## src/rtl/jtag_stream_feeder_pkg.sv

```systemverilog
// Shared definitions for the JTAG stream feeder: FSM states, status bit
// positions and the default WAIT_EOF timeout.
package jtag_stream_feeder_pkg;

  typedef enum logic [2:0] {
    ST_IDLE     = 3'd0,
    ST_FETCH    = 3'd1,
    ST_SHIFT    = 3'd2,
    ST_WAIT_EOF = 3'd3,
    ST_DONE     = 3'd4
  } state_e;

  localparam int STAT_ERR   = 0;
  localparam int STAT_ABORT = 1;
  localparam int STAT_TMO   = 2;

  localparam int DEFAULT_TIMEOUT_CYCLES = 50_000_000;

endpackage

```

## src/rtl/jtag_stream_feeder_unpacker.sv

```systemverilog
// Holds one 32-bit program word and presents it a byte at a time,
// most significant byte first, stepping on each accepted write.
module word_to_byte_unpacker
  import jtag_stream_feeder_pkg::*;
(
  input  logic        clk_in,
  input  logic        rst_in,
  input  logic        load_in,
  input  logic [31:0] word_in,
  input  logic        advance_in,
  output logic [7:0]  byte_out,
  output logic [1:0]  idx_out
);

  logic [31:0] word_q, word_d;
  logic [1:0]  idx_q, idx_d;

  // Next word/index: a load restarts at byte 0, a write steps to the next byte.
  always_comb begin
    word_d = word_q;
    idx_d  = idx_q;
    if (load_in) begin
      word_d = word_in;
      idx_d  = 2'd0;
    end else if (advance_in) begin
      idx_d = idx_q + 2'd1;
    end
  end

  // Word and index registers.
  always_ff @(posedge clk_in or posedge rst_in) begin
    if (rst_in) begin
      word_q <= '0;
      idx_q  <= '0;
    end else begin
      word_q <= word_d;
      idx_q  <= idx_d;
    end
  end

  // Byte select: index 0 is bits [31:24], index 3 is bits [7:0].
  always_comb begin
    byte_out = word_q[31:24];
    case (idx_q)
      2'd0:    byte_out = word_q[31:24];
      2'd1:    byte_out = word_q[23:16];
      2'd2:    byte_out = word_q[15:8];
      default: byte_out = word_q[7:0];
    endcase
  end

  assign idx_out = idx_q;

endmodule

```

## src/rtl/jtag_stream_feeder.sv

```systemverilog
// Feeds host program words into the JTAG player FIFO as bytes, counts them
// against the program length, then waits for the player to finish.
module jtag_stream_feeder
  import jtag_stream_feeder_pkg::*;
#(
  parameter int LEN_W          = 24,
  parameter int TIMEOUT_CYCLES = DEFAULT_TIMEOUT_CYCLES
) (
  input  logic             clk_in,
  input  logic             rst_in,
  input  logic             start_in,
  input  logic             abort_in,
  input  logic [LEN_W-1:0] len_in,
  input  logic [31:0]      word_in,
  input  logic             word_valid,
  output logic             word_ready,
  output logic [7:0]       data_out,
  output logic             wr_en_out,
  input  logic             full_fifo,
  input  logic             eof_in,
  input  logic             error_in,
  output logic             busy,
  output logic             done,
  output logic [2:0]       status,
  output logic [LEN_W-1:0] bytes_sent
);

  localparam int TMO_W = (TIMEOUT_CYCLES > 1) ? $clog2(TIMEOUT_CYCLES) : 1;
  localparam logic [TMO_W-1:0] TMO_LAST = TMO_W'(TIMEOUT_CYCLES - 1);

  state_e           state_q, state_d;
  logic [LEN_W-1:0] len_q, len_d;
  logic [LEN_W-1:0] bytes_q, bytes_d;
  logic [LEN_W-1:0] bytes_inc;
  logic [TMO_W-1:0] tmo_q, tmo_d;
  logic [2:0]       status_q, status_d;
  logic             done_q, done_d;
  logic             accept;
  logic             load_word;
  logic [1:0]       byte_idx;

  assign busy       = (state_q == ST_FETCH) || (state_q == ST_SHIFT) ||
                      (state_q == ST_WAIT_EOF);
  assign word_ready = (state_q == ST_FETCH);
  assign accept     = word_valid && word_ready;
  // A word taken in the same cycle as an abort/error is dropped with the program.
  assign load_word  = accept && !abort_in && !error_in;
  // No write in a cycle that terminates the program.
  assign wr_en_out  = (state_q == ST_SHIFT) && !full_fifo && !abort_in && !error_in;
  assign bytes_inc  = bytes_q + LEN_W'(1);

  word_to_byte_unpacker u_unpacker (
    .clk_in     (clk_in),
    .rst_in     (rst_in),
    .load_in    (load_word),
    .word_in    (word_in),
    .advance_in (wr_en_out),
    .byte_out   (data_out),
    .idx_out    (byte_idx)
  );

  // Program FSM: next state, length/byte counting, timeout and sticky status.
  always_comb begin
    state_d  = state_q;
    len_d    = len_q;
    bytes_d  = bytes_q;
    status_d = status_q;
    done_d   = 1'b0;
    tmo_d    = '0;
    case (state_q)
      ST_IDLE, ST_DONE: begin
        if (start_in) begin
          status_d = '0;
          bytes_d  = '0;
          len_d    = len_in;
          if (len_in == '0) begin
            state_d = ST_DONE;
            done_d  = 1'b1;
          end else begin
            state_d = ST_FETCH;
          end
        end
      end
      ST_FETCH: begin
        if (accept) state_d = ST_SHIFT;
      end
      ST_SHIFT: begin
        if (wr_en_out && (bytes_q != len_q)) begin
          bytes_d = bytes_inc;
          if (bytes_inc == len_q)   state_d = ST_WAIT_EOF;
          else if (byte_idx == 2'd3) state_d = ST_FETCH;
        end
      end
      ST_WAIT_EOF: begin
        if (eof_in) begin
          state_d = ST_DONE;
          done_d  = 1'b1;
        end else if (tmo_q == TMO_LAST) begin
          status_d[STAT_TMO] = 1'b1;
          state_d            = ST_DONE;
          done_d             = 1'b1;
        end else begin
          tmo_d = tmo_q + TMO_W'(1);
        end
      end
      default: state_d = ST_IDLE;
    endcase
    // Player error and host abort terminate any running program.
    if (busy && (error_in || abort_in)) begin
      if (error_in) status_d[STAT_ERR]   = 1'b1;
      if (abort_in) status_d[STAT_ABORT] = 1'b1;
      state_d = ST_DONE;
      done_d  = 1'b1;
    end
  end

  // FSM and counter registers.
  always_ff @(posedge clk_in or posedge rst_in) begin
    if (rst_in) begin
      state_q  <= ST_IDLE;
      len_q    <= '0;
      bytes_q  <= '0;
      tmo_q    <= '0;
      status_q <= '0;
      done_q   <= 1'b0;
    end else begin
      state_q  <= state_d;
      len_q    <= len_d;
      bytes_q  <= bytes_d;
      tmo_q    <= tmo_d;
      status_q <= status_d;
      done_q   <= done_d;
    end
  end

  assign done       = done_q;
  assign status     = status_q;
  assign bytes_sent = bytes_q;

endmodule

```

## config.mk

```make
export PLATFORM = sky130hd
export DESIGN_NAME = jtag_stream_feeder
export DESIGN_NICKNAME = d
export VERILOG_FILES = /design/src/rtl/jtag_stream_feeder_pkg.sv /design/src/rtl/jtag_stream_feeder_unpacker.sv /design/src/rtl/jtag_stream_feeder.sv
export SDC_FILE = /design/constraint.sdc
export NUM_CORES = 1
export LEC_CHECK = 0
export ABC_AREA = 1
export BUFFER_PORTS_ARGS = -buffer_cell sky130_fd_sc_hd__buf_2
export CAP_MARGIN = 20
export CORE_ASPECT_RATIO = 1.25
export CORE_UTILIZATION = 55
export DETAILED_ROUTE_END_ITERATION = 8
export GPL_TIMING_DRIVEN = 0
export PLACE_DENSITY = 0.89
export SLEW_MARGIN = 25
export SYNTH_ARGS = -nofsm -noshare
export SYNTH_HDL_FRONTEND = slang
export SYNTH_SLANG_ARGS = --single-unit
export TNS_END_PERCENT = 1
```

## constraint.sdc

```tcl
create_clock -name clk_in -period 9.7 [get_ports clk_in]
set_clock_uncertainty 0.2 [all_clocks]
set_input_delay 0.97 -clock clk_in [delete_from_list [all_inputs] [get_ports clk_in]]
set_output_delay 0.97 -clock clk_in [all_outputs]
set_load 0.05 [all_outputs]
```

* Word-level counts from Yosys, hierarchy flattened
Index checks and enable logic that the tools add are counted.
Word-level totals: bits in latches 0, logic and storage cells 89, output and inout port bits 39, RAM bits 0, ROM bits 0, register bits after elaboration 115, memories 0, input port bits 64
Operators by class: mux-type cells 33, bitwise gates (word level) 0, $mul 0, shifts and indexed selects 0, div/mod/pow operators 0, magnitude comparators 0, eq/ne operators 19, add/subtract/negate cells 3, reductions and logical operators 25
Operators by type and width (number):
- 26-bit two-way mux | 3
- 24-bit two-way mux | 2
- 24-bit case mux with 2 select lines | 1
- 3-bit two-way mux | 10
- 26-bit by 1-bit adder with 26-bit output (second input constant) | 1
- 26-bit == test (second input constant) | 1
- 24-bit by 1-bit adder with 24-bit output (second input constant) | 1
- 24-bit == test | 1
- 24-bit zero test | 1
- 24-bit inequality test | 1
- 8-bit case mux with 3 select lines | 1
- 3-bit case mux with 4 select lines | 1
- 1-bit two-way mux | 9
- 1-bit logical AND | 8
- 2-bit two-way mux | 4
- 3-bit by 2-bit == test with 1-bit output (second input constant) | 2
- 3-bit by 1-bit inequality test with 1-bit output (second input constant) | 2
- 2-bit nonzero test | 3
- 5-bit AND reduction | 1
- 2-bit == test (second input constant) | 2
- 2-bit by 1-bit inequality test with 1-bit output (second input constant) | 2
- 2-bit inequality test (second input constant) | 2
- 4-bit by 1-bit inequality test with 1-bit output (second input constant) | 1
- 4-bit by 2-bit inequality test with 1-bit output (second input constant) | 1
- 14 further kinds | 19

* Depth between registers and ports, before layout
Gate-level depths: netlist (run 1).
depth after elaboration 8, gate-level depth with buffers 18, depth with buffers taken out 18

* Cells and area by module
Synthesis (run 1) repeated with hierarchy kept, for this count alone.
Unflattened totals: cell total of the unflattened synthesis 950, area total of the unflattened synthesis 6841.6 µm²
By module, submodules not included:
- jtag_stream_feeder | area each 5127.4 µm², cells each 731, seq. area each 2026.9 µm², times used 1
- word_to_byte_unpacker | area each 1714.1 µm², cells each 219, seq. area each 850.8 µm², times used 1

* Least setup slack after synthesis (run 1)
OpenSTA, ideal clock, no wires.
path type reg2out, start point reg u_unpacker.idx_q[0] (netlist: u_unpacker.idx_out[0]), end point out data_out[0], arrival 1.803 ns, slack 6.727 ns, required time 8.530 ns, cell stages (with the launch flop) 7, buffers on the path 1, cells stage by stage dfrtp_1 ha_1 clkbuf_1 inv_1 o21ai_0 a221oi_1 a21oi_1
Between the ends: longest elaborated chain between the ends 2, elaborated cells between the ends (all ways) 4, those cells by class eq/ne: 2; mux: 1; reduce/logical: 1
RTL lines:
- start, declared | line jtag_stream_feeder_unpacker.sv:16 | logic [1:0] idx_q, idx_d;
- start signal, assigned | line jtag_stream_feeder_unpacker.sv:37 | idx_q <= idx_d;
- 2-bit == test (tied with other cells) | line jtag_stream_feeder_unpacker.sv:44 | case (idx_q)
- 8-bit case mux with 3 select lines * | line jtag_stream_feeder_unpacker.sv:44
- end, declared | line jtag_stream_feeder.sv:17 | output logic [7:0] data_out,
Mark *: on every way between the ends. The rest lies on a longest branch, timed or not.

* Worst setup path after layout (run 1)
start point reg u_unpacker.idx_q[0] (netlist: u_unpacker.idx_out[0]), end point out data_out[4]
Same word-level chain as after synthesis.

==> run summary, run 1 <==
Fin area = 7980 sq um
Hold-fix buffers, CTS = 0
Antenna Nets Post-Route = 0
RSZ-0062 raised after global routing = false
Worst Hold Path EP = tmo_q[0]$_DFF_PP0_
Die width = 100 um
Crit path buffers/inverters = 3
Dpl ws = 6610 ps
Pwr Density = 271 nW/um^2
MaxCap Viol Count = 0
DIE AREA = 12500 sq um
Fmax = 284 MHz
Reg-to-reg endpoint = state_q[1]$_DFFE_PP0P_
CP startpoint kind = flip-flop
Leakage = 4.05 nW
Synth Net Count = 949
Layout Cells excl Fill = 1175
GRT Total Usage = 31.7%
Tightest Hold Check Type = reg -> reg
EDFF count, synth = 0
Count of final hold-check violations = 0
Global-route wire length before repair = 30900 um
Area grow syn2layout = 20.1%
Initial core utilization = 56.9%
Asr flop ratio synth = 100%
First-iteration detailed-routing DRC count = 436
Mapped Area = 6650 sq um
Area of the multi-input gates = 3200 sq um
Synth unique cells = 38
Drt first pass iters = 8
Commonest cells after routing, fill and taps aside = nand2_1, inv_1, dfrtp_1
CP delay by family, top = buffers and inverters
Reg2reg setup slack = 6950 ps
Final setup margin = 6180 ps
Row Count = 44
Reg clk slew, reported paths = 60 ps
Post-Place Cells = 1143
Crit Path Max Fanout = 9
Yosys warning total = 0
RR Startpoint = bytes_sent[1]$_DFFE_PP0P_
Post-Synthesis Cells = 879
Slew Limit Fails = 0
IO Count = 103
Power Total = 2.16 mW
Number of global-route vias before repair = 6493
Fraction of layout cells with a size suffix above 1 = 18.2%
Final setup viols = 0
Final core utilization = 68.4%
Root Buffer = clkbuf_16
CP peak stage delay = 400 ps
Max transition margin = 61.0%
Peak supply drop = 0.288 mV
Post-Route WL = 18600 um
Initial antenna violation count = 0
Sequential share of the synthesized area = 43.3%
Diodes inserted = 0
Syn avg cell area = 7.56 sq um
Min-delay src = tmo_q[0]$_DFF_PP0_
Chip Height = 125 um
Post-CTS Repair Setup Buffers = 0
CTS tree = yes
Wirelength per Cell = 15.8 um
Hold_ws = 265 ps
Number of synthesized register bits = 115
Required time worst endpoint = 8530 ps
Worst hold path depth = 1
Setup crit end kind = primary output
# clock sinks = 115
GPL Wtd Cong = 0.952
Clock Latency Late Sink = 430 ps
Max H-tree Level = 4
Crit share post-route = 36.3%
Fill cells = 947
Port buffer count = 102
Most common cell after layout, fill and taps aside = nand2_1
Fin crit period = 3520 ps
Half-perimeter wire length after placement = 13100 um
Worst Tran Pin Value = 585 ps
Cell Chain, Critical Path = ha_1 > clkbuf_1 > inv_1 > o21ai_0 > a221oi_1 > a21oi_1 > buf_2
Arr. time, crit path = 2350 ps
Worst r2r path cells = 15
Vias per cell = 5.55
DRC viols = 0
Main synth FF type = dfrtp_1
Outcome = finished clean
Core ar. = 11700 sq um
CP max-delay cell = dfrtp_1
CTS buffer count = 17
Register Area = 2880 sq um
Area of placed instances = 7390 sq um
Grt ovf = 0
Via count = 6524
Largest net degree at the start of global routing = 66
Critical path type = reg -> out
TNS Setup = 0 ps
Clock Path Buffers = 2
Post-cts repair resize count = 0
Final nets = 1071
## worst max path at each step
| stage | startpoint | endpoint | slack, ps | depth (start not counted) |
|---|---|---|---|---|
| after floorplan | rst_in | bytes_sent[0]$_DFFE_PP0P_ | 5490 | 1 |
| after global placement | rst_in | bytes_sent[4]$_DFFE_PP0P_ | 4260 | 2 |
| after detailed placement | error_in | wr_en_out | 6610 | 5 |
| after CTS | u_unpacker.idx_out[1]$_DFFE_PP0P_ | data_out[4] | 6230 | 7 |
| after global routing | u_unpacker.idx_out[1]$_DFFE_PP0P_ | data_out[4] | 6080 | 7 |
| final | u_unpacker.idx_out[0]$_DFFE_PP0P_ | data_out[4] | 6180 | 7 |
## per-layer routing
layer / global-route usage [%] / part of all wire [%]
met5: 0 / 0
met4: 16.3 / 3.8
met3: 6.51 / 7.1
met2: 53.6 / 51
met1: 37.7 / 38
## state kept, by name, summed over array words and instances (netlist names)
signal and count:
status 3, done 1, u_unpacker.idx_out 2, len_q 24, tmo_q 26, state_q 3
bytes_sent 24, u_unpacker.word_q 32
## power breakdown
| part | internal [mW] | leakage, nW | total, mW | switching, mW |
|---|---|---|---|---|
| Clock | 0.364 | 0.280 | 0.624 | 0.260 |
| Sequential | 0.611 | 1.47 | 0.707 | 0.0958 |
| Combinational | 0.255 | 2.30 | 0.830 | 0.575 |
## cell families after synthesis
logic type | Yosys count | synth area share (%)
AND/OR/NAND/NOR | 437 | 29.6
AO/OA/AOI/OAI | 122 | 10.1
XOR/XNOR | 36 | 4.74
adder cells (fa/ha/maj) | 6 | 1.13
buffers and inverters | 147 | 8.49
multiplexers | 16 | 2.71
flip-flops | 115 | 43.3
## layout make-up
| class | instances | area share (%) |
|---|---|---|
| Multi-Input combinational cell | 617 | 40.2 |
| Clock buffer | 17 | 5.33 |
| Clock inverter | 15 | 2.05 |
| Inverter | 124 | 5.90 |
| Tap cell | 161 | 2.52 |
| Sequential cell | 115 | 36.1 |
| Buffer | 23 | 1.24 |
| Timing Repair Buffer | 103 | 6.74 |
## synthesized netlist by cell type (2+ instances only)
| library cell | number | area share, % |
|---|---|---|
| o21ai_0 | 53 | 4.0 |
| or2_2 | 2 | 0.19 |
| nand3b_1 | 4 | 0.45 |
| ha_1 | 6 | 1.1 |
| nor3b_1 | 3 | 0.34 |
| mux2_2 | 16 | 2.7 |
| xnor2_1 | 8 | 1.1 |
| nor2_2 | 8 | 0.75 |
| a221oi_1 | 8 | 1.1 |
| nor2_4 | 5 | 0.85 |
| nand4_1 | 26 | 2.4 |
| dfrtp_1 | 115 | 43 |
| nor2_1 | 105 | 5.9 |
| xor2_1 | 28 | 3.7 |
| nor3_1 | 16 | 1.2 |
| a21oi_1 | 51 | 3.8 |
| a31oi_1 | 2 | 0.19 |
| o31ai_1 | 2 | 0.23 |
| nand2_2 | 7 | 0.66 |
| nand3_1 | 48 | 3.6 |
| a22o_1 | 2 | 0.26 |
| inv_1 | 124 | 7.0 |
| nor4_1 | 8 | 0.75 |
| and3_1 | 6 | 0.56 |
| buf_2 | 4 | 0.30 |
| clkbuf_1 | 16 | 0.90 |
| nand2_1 | 194 | 11 |
| buf_4 | 2 | 0.23 |
Power figures use the tool's default switching activity.
==> run 2, diff against run 1 <==
==> constraint.sdc (replaced) <==
create_clock -name clk_in -period 3.5 [get_ports clk_in]
set_clock_uncertainty 0.2 [all_clocks]
set_input_delay 0.35 -clock clk_in [delete_from_list [all_inputs] [get_ports clk_in]]
set_output_delay 0.35 -clock clk_in [all_outputs]
set_load 0.05 [all_outputs]
==> run summary, run 2 (synthesized netlist as in run 1, its figures left out) <==
Setup crit end kind = primary output
Via count = 6963
CTS buffer count = 17
Final nets = 1111
Number of global-route vias before repair = 6936
Wirelength per Cell = 17.4 um
GPL Wtd Cong = 0.936
Arr. time, crit path = 2500 ps
Count of final hold-check violations = 0
Fin crit period = 3050 ps
Number of flip-flops in the largest register = 32
Most common cell after layout, fill and taps aside = nand2_1
Post-Route WL = 21100 um
MaxCap Viol Count = 0
Critical path type = reg -> out
Peak supply drop = 0.745 mV
IO Count = 103
Max transition margin = 58.7%
Largest net degree at the start of global routing = 33
Area of placed instances = 7450 sq um
Clock Path Buffers = 2
Final setup viols = 0
Global-route wire length before repair = 34300 um
Crit share post-route = 87.2%
Tightest Hold Check Type = in -> reg
Outcome = finished clean
Fraction of layout cells with a size suffix above 1 = 17.8%
Reg2reg setup slack = 730 ps
Initial antenna violation count = 0
Diodes inserted = 0
Commonest cells after routing, fill and taps aside = nand2_1, inv_1, dfrtp_1
Worst Tran Pin Value = 619 ps
Hold_ws = 3.30 ps
DIE AREA = 12500 sq um
Root Buffer = clkbuf_16
Required time worst endpoint = 2950 ps
Pwr Density = 726 nW/um^2
Grt ovf = 0
Post-cts repair resize count = 0
CTS tree = yes
RSZ-0062 raised after global routing = false
TNS Setup = 0 ps
CP startpoint kind = flip-flop
Reg clk slew, reported paths = 70 ps
Area grow syn2layout = 26.5%
Fmax = 328 MHz
Core ar. = 11700 sq um
Row Count = 44
DRC viols = 0
Slew Limit Fails = 0
Post-CTS Repair Setup Buffers = 0
Vias per cell = 5.73
Largest regs = u_unpacker.word_q x32, tmo_q x26
Port buffer count = 102
GRT Total Usage = 35.7%
Chip Height = 125 um
Leakage = 4.24 nW
Drt first pass iters = 5
Initial core utilization = 56.9%
Max H-tree Level = 4
Half-perimeter wire length after placement = 13500 um
# clock sinks = 115
Biggest register = u_unpacker.word_q
Fin area = 8410 sq um
First-iteration detailed-routing DRC count = 640
Clock Latency Late Sink = 430 ps
Die width = 100 um
Antenna Nets Post-Route = 0
Crit Path Max Fanout = 9
run 2: cell types whose count changed in the layout (fill, tap and decap cells not counted), sizes merged:
cell and delta:
buf +3, clkinv +2, clkinvlp -1, dlygate4sd3 +37
inv -1
run 2: area by class of cell:
cell class	instances	area, sq um
plain buffers	23	98.8
clock buffers	17	425
clock inverters	15	163
fillers	854	3260
inverters	124	469
multi-input cells	617	3200
flip-flops and latches	115	2880
well taps	161	201
repair buffers	143	968
run 2: metal layers:
layer / global-route usage (%) / vias to the layer above / share of wire, %
li1: - / 3196 / -
met1: 40.2 / 3244 / 35
met2: 61.5 / 407 / 51
met3: 7.30 / 116 / 8.0
met4: 21.1 / 0 / 5.9
met5: 0 / - / 0
run 2: power by group:
group / switching, mW / internal (mW)
registers: 0.278 / 1.69
logic: 1.64 / 0.740
clock network: 0.742 / 1.01
total: 2.66 / 3.44
run 2: worst paths after layout:
path / start / end / depth (start not counted)
setup / recovery: u_unpacker.idx_out[1]$_DFFE_PP0P_ / data_out[7] / 7
hold / removal: word_in[5] / u_unpacker.word_q[5]$_DFFE_PP0P_ / 3
setup reg to reg: tmo_q[0]$_DFF_PP0_ / tmo_q[24]$_DFF_PP0_ / 14
hold reg to reg: len_q[17]$_DFFE_PP0P_ / len_q[17]$_DFFE_PP0P_ / 2
max in group asynchronous: rst_in / bytes_sent[10]$_DFFE_PP0P_ / 5
min in group asynchronous: rst_in / u_unpacker.word_q[8]$_DFFE_PP0P_ / 3
run 2: per-stage QoR:
| stage | std cells | setup slack (ps) | utilization, % | power [mW] |
|---|---|---|---|---|
| floorplan | 879 | 620 | - | 3.59 |
| global placement | 1142 | 839 | 63.1 | 4.09 |
| detailed placement | 1146 | 926 | 63.8 | 4.17 |
| CTS | 1215 | 638 | 72.0 | 5.96 |
| global route | 1215 | 447 | 72.0 | 6.38 |
| finish | 1215 | 449 | 72.0 | 6.10 |
run 2: what timing repair did:
action | CTS | global route
endpoints found under the setup margin | 0 | 0
endpoints found under the hold margin | 49 | 0
hold buffers | 37 | 0
run 2: worst max-delay path, stage by stage (launching register included):
cell and delay (ps):
dfrtp_1 380, ha_1 150, clkbuf_1 440, inv_1 300, o21ai_0 230, a221oi_1 100, a21oi_1 170, buf_2 300
==> run 3, diff against run 2 <==
--- a/config.mk
+++ b/config.mk
@@ -9,6 +9,7 @@
 export BUFFER_PORTS_ARGS = -buffer_cell sky130_fd_sc_hd__buf_2
 export CAP_MARGIN = 20
 export CORE_ASPECT_RATIO = 1.25
+export CORE_MARGIN = 3
 export CORE_UTILIZATION = 55
 export DETAILED_ROUTE_END_ITERATION = 8
 export GPL_TIMING_DRIVEN = 0
==> run summary, run 3 (synthesized netlist as in run 1, its figures left out) <==
Outcome = finished clean
Required time worst endpoint = 2950 ps
Fill cells = 863
# clock sinks = 115
GPL Wtd Cong = 0.947
MaxCap Viol Count = 0
Number of global-route vias before repair = 6720
Reg clk slew, reported paths = 60 ps
Arr. time, crit path = 2490 ps
Switching Fraction = 41.9%
Met2 routed wirelength = 10400 um
Fin crit period = 3040 ps
Largest regs = u_unpacker.word_q x32, tmo_q x26
Fraction of layout cells with a size suffix above 1 = 17.7%
RSZ-0062 raised after global routing = false
Final setup viols = 0
IO Count = 103
Max transition margin = 55.9%
M1 WL = 7490 um
Int Power = 3.48 mW
Reg power frac = 32.7%
Via count = 6732
Count of final hold-check violations = 0
Final nets = 1109
Leakage = 4.22 nW
CTS tree = yes
Post-Route WL = 19900 um
Port buffer count = 102
Drt first pass iters = 7
Commonest cells after routing, fill and taps aside = nand2_1, inv_1, dfrtp_1
DRC viols = 0
Global-route wire length before repair = 31900 um
Largest net degree at the start of global routing = 32
Number of flip-flops in the largest register = 32
Biggest register = u_unpacker.word_q
GRT Total Usage = 29.8%
Chip Height = 129 um
Root Buffer = clkbuf_16
Antenna Nets Post-Route = 0
Tightest Hold Check Type = in -> reg
CP startpoint kind = flip-flop
Clock Path Buffers = 2
Critical path type = reg -> out
Initial core utilization = 56.7%
Post-cts repair resize count = 0
Die width = 104 um
Peak supply drop = 0.684 mV
Crit Path Max Fanout = 9
Vias per cell = 5.55
Row Count = 44
Clock Latency Late Sink = 420 ps
Crit share post-route = 86.9%
Most common cell after layout, fill and taps aside = nand2_1
DIE AREA = 13400 sq um
Clk pwr share = 28.0%
Max H-tree Level = 4
Worst Tran Pin Value = 661 ps
Initial antenna violation count = 0
Combinational share of power = 39.3%
Wirelength per Cell = 16.4 um
Half-perimeter wire length after placement = 13700 um
Grt ovf = 0
Pwr Density = 713 nW/um^2
Fmax = 329 MHz
First-iteration detailed-routing DRC count = 437
Area of placed instances = 7480 sq um
P_sw = 2.50 mW
Fin area = 8390 sq um
CTS buffer count = 17
Post-CTS Repair Setup Buffers = 0
Area grow syn2layout = 26.2%
Slew Limit Fails = 0
TNS Setup = 0 ps
Uppermost layer routed = met4
Setup crit end kind = primary output
Core ar. = 11700 sq um
Hold-fix buffers, CTS = 33
Routed wl met3 = 1230 um
==> run 3: changes by cell type in the layout (fill, tap and decap cells not counted), moves of 2 or more <==
cell,delta
inv_8,-3
clkinvlp_4,+3
dlygate4sd3_1,-3
inv_6,-5
clkbuf_1,+2
==> run 3: power groups by stage <==
stage | combinational (mW) | sequential, mW | clock (mW)
5_1_grt | 2.58 | 1.99 | 1.76
3_5_place_dp | 2.23 | 1.95 | 0
3_3_place_gp | 2.17 | 1.93 | 0
2_1_floorplan | 1.61 | 1.98 | 0
6_report | 2.35 | 1.96 | 1.68
4_1_cts | 2.29 | 1.94 | 1.68
==> run 3: cell type report <==
class	instances	area, sq um	share of cell area, %
diodes	1	2.50	0.0298
clock buffers	19	433	5.16
repair buffers	141	966	11.5
inverters	124	469	5.59
clock inverters	12	135	1.61
well taps	161	201	2.40
flip-flops and latches	115	2880	34.3
multi-input cells	617	3200	38.2
plain buffers	23	98.8	1.18
==> run 3: final timing paths <==
| check | from | to | slack [ps] | cells after the start |
|---|---|---|---|---|
| worst max-delay path | u_unpacker.idx_out[0]$_DFFE_PP0P_ | data_out[3] | 460 | 7 |
| worst min-delay path | word_in[2] | u_unpacker.word_q[2]$_DFFE_PP0P_ | 20 | 3 |
| worst max register to register | state_q[2]$_DFFE_PP0P_ | bytes_sent[6]$_DFFE_PP0P_ | 810 | 7 |
| worst min register to register | tmo_q[0]$_DFF_PP0_ | tmo_q[0]$_DFF_PP0_ | 260 | 1 |
| max in group asynchronous | rst_in | u_unpacker.word_q[0]$_DFFE_PP0P_ | 2200 | 6 |
| min in group asynchronous | rst_in | u_unpacker.word_q[31]$_DFFE_PP0P_ | 330 | 4 |
==> run 3: metrics by stage <==
| stage | power, mW | cells | utilization [%] | setup WS (ps) | hold slack, ps |
|---|---|---|---|---|---|
| after global placement | 4.09 | 1142 | 62.8 | 819 | 254 |
| after CTS | 5.90 | 1211 | 71.4 | 674 | 1.96 |
| after floorplan | 3.59 | 879 | - | 620 | 220 |
| after detailed placement | 4.18 | 1147 | 63.8 | 885 | 200 |
| final | 5.98 | 1213 | 71.5 | 459 | 17.9 |
| after global routing | 6.33 | 1212 | 71.5 | 350 | 4.68 |
==> run 3: worst max-delay path, cell delays in order (launching register included) <==
cell and delay [ps]:
dfrtp_1 410, ha_1 210, clkbuf_1 240, inv_1 320, o21ai_0 200, a221oi_1 350
a21oi_1 110, buf_2 240
==> run 3: routing by layer <==
layer / global-route usage, % / vias up
met5: 0 / -
met4: 16.1 / 0
met3: 5.47 / 70
met2: 52.7 / 299
met1: 34.4 / 3188
li1: - / 3175
